## config.mk

```make
export PLATFORM = sky130hd
export DESIGN_NAME = serial_load_feeder
export DESIGN_NICKNAME = d
export VERILOG_FILES = /design/src/rtl/serial_load_feeder.sv
export SDC_FILE = /design/constraint.sdc
export NUM_CORES = 1
export LEC_CHECK = 0
export ABC_AREA = 1
export BUFFER_PORTS_ARGS = -buffer_cell sky130_fd_sc_hd__buf_2
export CAP_MARGIN = 10
export CORE_MARGIN = 10
export CORE_UTILIZATION = 56
export DETAILED_ROUTE_END_ITERATION = 8
export PLACE_DENSITY = 0.84
export SYNTH_ARGS = -nofsm -noshare
export SYNTH_HDL_FRONTEND = slang
export SYNTH_SLANG_ARGS = --single-unit
```

## constraint.sdc

```tcl
create_clock -name clk -period 1.8 [get_ports clk]
set_input_delay 0.36 -clock clk [delete_from_list [all_inputs] [get_ports clk]]
set_output_delay 0.36 -clock clk [all_outputs]
set_load 0.01 [all_outputs]
```

## src/rtl/serial_load_feeder.sv

```systemverilog
// Serial-to-parallel frame feeder for the permit/values loader interface.
// Optional trailing even-parity bit per frame: define PARITY_CHECK_EN.
module serial_load_feeder #(
  parameter int N_VALUES    = 16,
  parameter int HOLD_CYCLES = 1
) (
  input  logic              clk,
  input  logic              rst,
  input  logic              bit_in,
  input  logic              bit_valid,
  output logic              bit_ready,
  input  logic              abort,
  output logic [1:N_VALUES] values,
  output logic              permit,
  output logic              busy,
  output logic              frame_done,
  output logic              err
);

  localparam int CW = $clog2(N_VALUES + 1);
  localparam int HW = 4;

  typedef enum logic [1:0] {
    IDLE   = 2'd0,
    SHIFT  = 2'd1,
    LOAD   = 2'd2
`ifdef PARITY_CHECK_EN
    ,
    PARITY = 2'd3
`endif
  } state_t;

  state_t            state_q;
  logic [CW-1:0]     cnt_q;
  logic [1:N_VALUES] sh_q;
  logic [1:N_VALUES] sh_d;
  logic [1:N_VALUES] values_q;
  logic [HW-1:0]     hold_q;
  logic              permit_q;
  logic              busy_q;
  logic              done_q;
  logic              accept;
  logic              last_bit;
`ifdef PARITY_CHECK_EN
  logic              par_q;
  logic              err_q;
`endif

  // Ready is decoded from state; LOAD blocks new bits, reset blocks all.
  assign bit_ready = !rst && (state_q != LOAD);
  assign accept    = bit_valid && bit_ready;

  // First bit shifts in at the tail and ends up in position 1.
  assign sh_d      = {sh_q[2:N_VALUES], bit_in};
  assign last_bit  = (cnt_q == CW'(N_VALUES - 1));

  assign values     = values_q;
  assign permit     = permit_q;
  assign busy       = busy_q;
  assign frame_done = done_q;
`ifdef PARITY_CHECK_EN
  assign err        = err_q;
`else
  assign err        = 1'b0;
`endif

  // Frame FSM: assemble bits, then hold permit for HOLD_CYCLES cycles.
  always_ff @(posedge clk) begin
    if (rst) begin
      state_q  <= IDLE;
      cnt_q    <= '0;
      sh_q     <= '0;
      values_q <= '0;
      hold_q   <= '0;
      permit_q <= 1'b0;
      busy_q   <= 1'b0;
      done_q   <= 1'b0;
`ifdef PARITY_CHECK_EN
      par_q    <= 1'b0;
      err_q    <= 1'b0;
`endif
    end else begin
      done_q <= 1'b0;
`ifdef PARITY_CHECK_EN
      err_q  <= 1'b0;
`endif
      unique case (state_q)
        IDLE: begin
          if (accept && !abort) begin
            sh_q    <= sh_d;
            cnt_q   <= CW'(1);
            busy_q  <= 1'b1;
            state_q <= SHIFT;
`ifdef PARITY_CHECK_EN
            par_q   <= bit_in;
`endif
          end
        end
        SHIFT: begin
          if (abort) begin
            state_q <= IDLE;
            cnt_q   <= '0;
            busy_q  <= 1'b0;
          end else if (accept) begin
            sh_q  <= sh_d;
            cnt_q <= cnt_q + CW'(1);
`ifdef PARITY_CHECK_EN
            par_q <= par_q ^ bit_in;
            if (last_bit) begin
              state_q <= PARITY;
            end
`else
            if (last_bit) begin
              state_q  <= LOAD;
              values_q <= sh_d;
              permit_q <= 1'b1;
              hold_q   <= HW'(HOLD_CYCLES - 1);
              done_q   <= (HOLD_CYCLES == 1);
            end
`endif
          end
        end
`ifdef PARITY_CHECK_EN
        PARITY: begin
          if (abort) begin
            state_q <= IDLE;
            cnt_q   <= '0;
            busy_q  <= 1'b0;
          end else if (accept) begin
            cnt_q <= '0;
            // Even parity over data plus trailing bit.
            if (par_q == bit_in) begin
              state_q  <= LOAD;
              values_q <= sh_q;
              permit_q <= 1'b1;
              hold_q   <= HW'(HOLD_CYCLES - 1);
              done_q   <= (HOLD_CYCLES == 1);
            end else begin
              state_q <= IDLE;
              busy_q  <= 1'b0;
              err_q   <= 1'b1;
            end
          end
        end
`endif
        LOAD: begin
          if (hold_q == '0) begin
            state_q  <= IDLE;
            permit_q <= 1'b0;
            busy_q   <= 1'b0;
            cnt_q    <= '0;
          end else begin
            hold_q <= hold_q - HW'(1);
            done_q <= (hold_q == HW'(1));
          end
        end
        default: state_q <= IDLE;
      endcase
    end
  end

endmodule
```

==> key figures <==
Status
  • Status: completed

Finish
  • Register Area: 905 um^2
  • Share of layout cells above drive strength 1: 0.205
  • Multi-input logic area: 992 um^2
  • Area Overhead vs Synth: 12.8%
  • Nets: 315
  • Fillers: 284
  • # diodes: 0
  • Final instance area: 0.00230 mm^2

Timing
  • Period minus WS final: 1.74 ns
  • Ratio of final minimum period to clock period: 0.968
  • Final slew viol count: 0
  • Fmax: 574 MHz
  • Unrepaired setup endpoints after global routing: no
  • Count of final setup violators: 0
  • Setup slack after layout: 0.0576 ns
  • Setup TNS Final: 0 ns
  • Final clock skew: 0.00713 ns
  • Final hold vios: 0

Min path
  • Hold Crit Class: primary input to flop

Routing
  • Final WL: 4.16 mm
  • Detailed Routing Iterations Pass 1: 4
  • Routed len/inst: 11.9 um
  • Drt drc: 0
  • Post-route ant nets: 0
  • Post-DR vias/cell: 4.94
  • DR iter-0 viols: 136
  • Via count: 1718

Floorplan
  • Ports: 26
  • Row count: 21
  • Total die area: 0.00646 mm^2
  • Initial Util: 0.597
  • Die width: 80.4 um
  • Core Area: 0.00342 mm^2
  • Die H: 80.4 um

Yosys
  • Syn avg cell area: 7.56 um^2
  • Cell taking the most area after synthesis: dfxtp_1
  • Top-area cell type share of the netlist area: 0.441
  • Ranking of synthesized cells by area: dfxtp_1, nor2_1, o21ai_0
  • Post-Syn Area: 0.00204 mm^2
  • Mapped Nets: 284
  • Post-synth cell types: 24
  • Most common cell in the synthesized netlist: nor2_1
  • Top_reg_cell synth: dfxtp_1
  • Ys async rst share: 0
  • Cells after Synth: 270
  • Ys Warns: 0
  • Number of synthesized flops with an enable pin: 0
  • Commonest cells in the netlist: nor2_1, dfxtp_1, o21ai_0, nand2_1, inv_1
  • Synthesized flop and latch total: 45
  • Sequential share of the synthesized area: 0.441

Pwr
  • Net Sw Frac: 0.289
  • Clock share of power: 0.277
  • Internal Power: 1280 uW
  • Power Dens Cells: 781 mW/mm^2
  • P_leak: 0.00106 uW
  • Sequential share of power: 0.594
  • Switch Pwr: 520 uW
  • Power after layout: 1800 uW
  • Worst vdd ir: 0.000518 V
  • Gate power share: 0.129

Global route
  • Number of global-route vias before repair: 1557
  • GRT overflow: 0
  • Largest net degree at the start of global routing: 36
  • Global-route wire length before repair: 6.73 mm
  • Antenna violations before repair: 0
  • GRT Total Usage: 0.128

Worst setup path
  • Critical path's slowest cell: dfxtp_2
  • Critical Path Source Type: flop
  • CP Cell Sequence: inv_1 > ha_1 > nor2_4 > buf_4 > buf_2
  • CP arrival: 1.38 ns
  • Worst setup path category: flop to output pin
  • Critical path required time: 1.44 ns
  • CP bufs+invs: 3
  • Largest fanout on the critical path: 4
  • Crit-path max cell delay: 0.37 ns
  • Crit end category: output pin
  • CP top delay family: flip-flops

CTS
  • Hold buffers post-CTS: 0
  • Root buffer cell: clkbuf_4
  • Worst-skew pair later-pin latency: 0.36 ns
  • CTS tree: done
  • H-tree levels: 2
  • Clock buffer depth: 2
  • Clk sinks: 45
  • CTS clk-pin slew, worst paths: 0.13 ns
  • Number of CTS-inserted buffers: 5

Place
  • Dpl hpwl: 3.00 mm
  • Post-placement cell area: 0.00221 mm^2
  • Routability cong.: 0.914
  • Pre-CTS setup slack: 0.0639 ns
  • Port bufs: 24

Job
  • Max-cap violations: 0
[worst paths after layout]
check	endpoint	slack (ns)	cells after the start	startpoint
setup / recovery	bit_ready	0.06	5	state_q[0]$_SDFFE_PP0P_
hold / removal	sh_q[16]$_SDFFE_PP0P_	0.24	3	bit_in
setup reg to reg	values[3]$_SDFFE_PP0P_	0.14	8	cnt_q[0]$_SDFFE_PP0P_
hold reg to reg	values[10]$_SDFFE_PP0P_	0.49	2	values[10]$_SDFFE_PP0P_
[worst register-to-register path, cell delays in order, from the launching register on]
cell,delay [ns]
dfxtp_2,0.38
ha_1,0.16
nand2_1,0.08
nor2_1,0.10
ha_2,0.22
nand4_4,0.18
buf_4,0.22
o21ai_0,0.18
nor2_1,0.06
[what timing repair did]
item	CTS	global route
buffers inserted	1	2
endpoints found under the setup margin	1	19
resized for setup	1	7
pin swaps	1	1
[flip-flops by register name, indices dropped and copies added (netlist names)]
| signal | flops |
|---|---|
| values | 16 |
| permit | 1 |
| frame_done | 1 |
| sh_q | 15 |
| state_q | 2 |
| hold_q | 4 |
| cnt_q | 5 |
| busy | 1 |
[cells by family after synthesis]
logic type / synth area share
fa+ha+maj: 0.0552
compound gates: 0.110
flops: 0.441
buf+inv: 0.0736
other cells: 0.00184
simple gates: 0.318
[through the flow]
| stage | hold slack, ns | utilization | std cells |
|---|---|---|---|
| after floorplan | 0.429 | - | 270 |
| after global placement | 0.450 | 0.648 | 337 |
| after detailed placement | 0.467 | 0.648 | 337 |
| after CTS | 0.238 | 0.667 | 346 |
| after global routing | 0.266 | 0.674 | 348 |
| final | 0.241 | 0.674 | 348 |
[layer usage]
metal / up-vias / track usage / share of wire
li1: 918 / - / -
met1: 765 / 0.150 / 0.47
met2: 27 / 0.218 / 0.47
met3: 8 / 0.0290 / 0.043
met4: 0 / 0.0528 / 0.015
met5: - / 0 / 0
[layout by cell type (no fill, tap or decap), drive strengths merged]
cell	instances
a21oi	7
buf	34
clkbuf	5
clkinv	2
clkinvlp	1
conb	1
dfxtp	45
ha	9
inv	21
nand2	32
nand3	11
nand4	3
nor2	87
nor3	3
nor3b	1
o21ai	38
or2	2
[power by group through the flow]
stage | combinational (uW) | sequential [uW] | clock [uW]
after floorplan | 169 | 1080 | 0
after global placement | 213 | 1080 | 0
after detailed placement | 219 | 1090 | 0
after CTS | 226 | 1070 | 508
after global routing | 262 | 1070 | 531
final | 232 | 1070 | 498
[cell type report]
type                       count  share of cell area
multi-input combinational    194               0.431
sequential                    45               0.393
inverter                      21              0.0348
tap                           46              0.0250
clock inverter                 3             0.00924
clock buffer                   5              0.0163
timing repair buffer          34              0.0903
(Power assumes the default switching activity.)
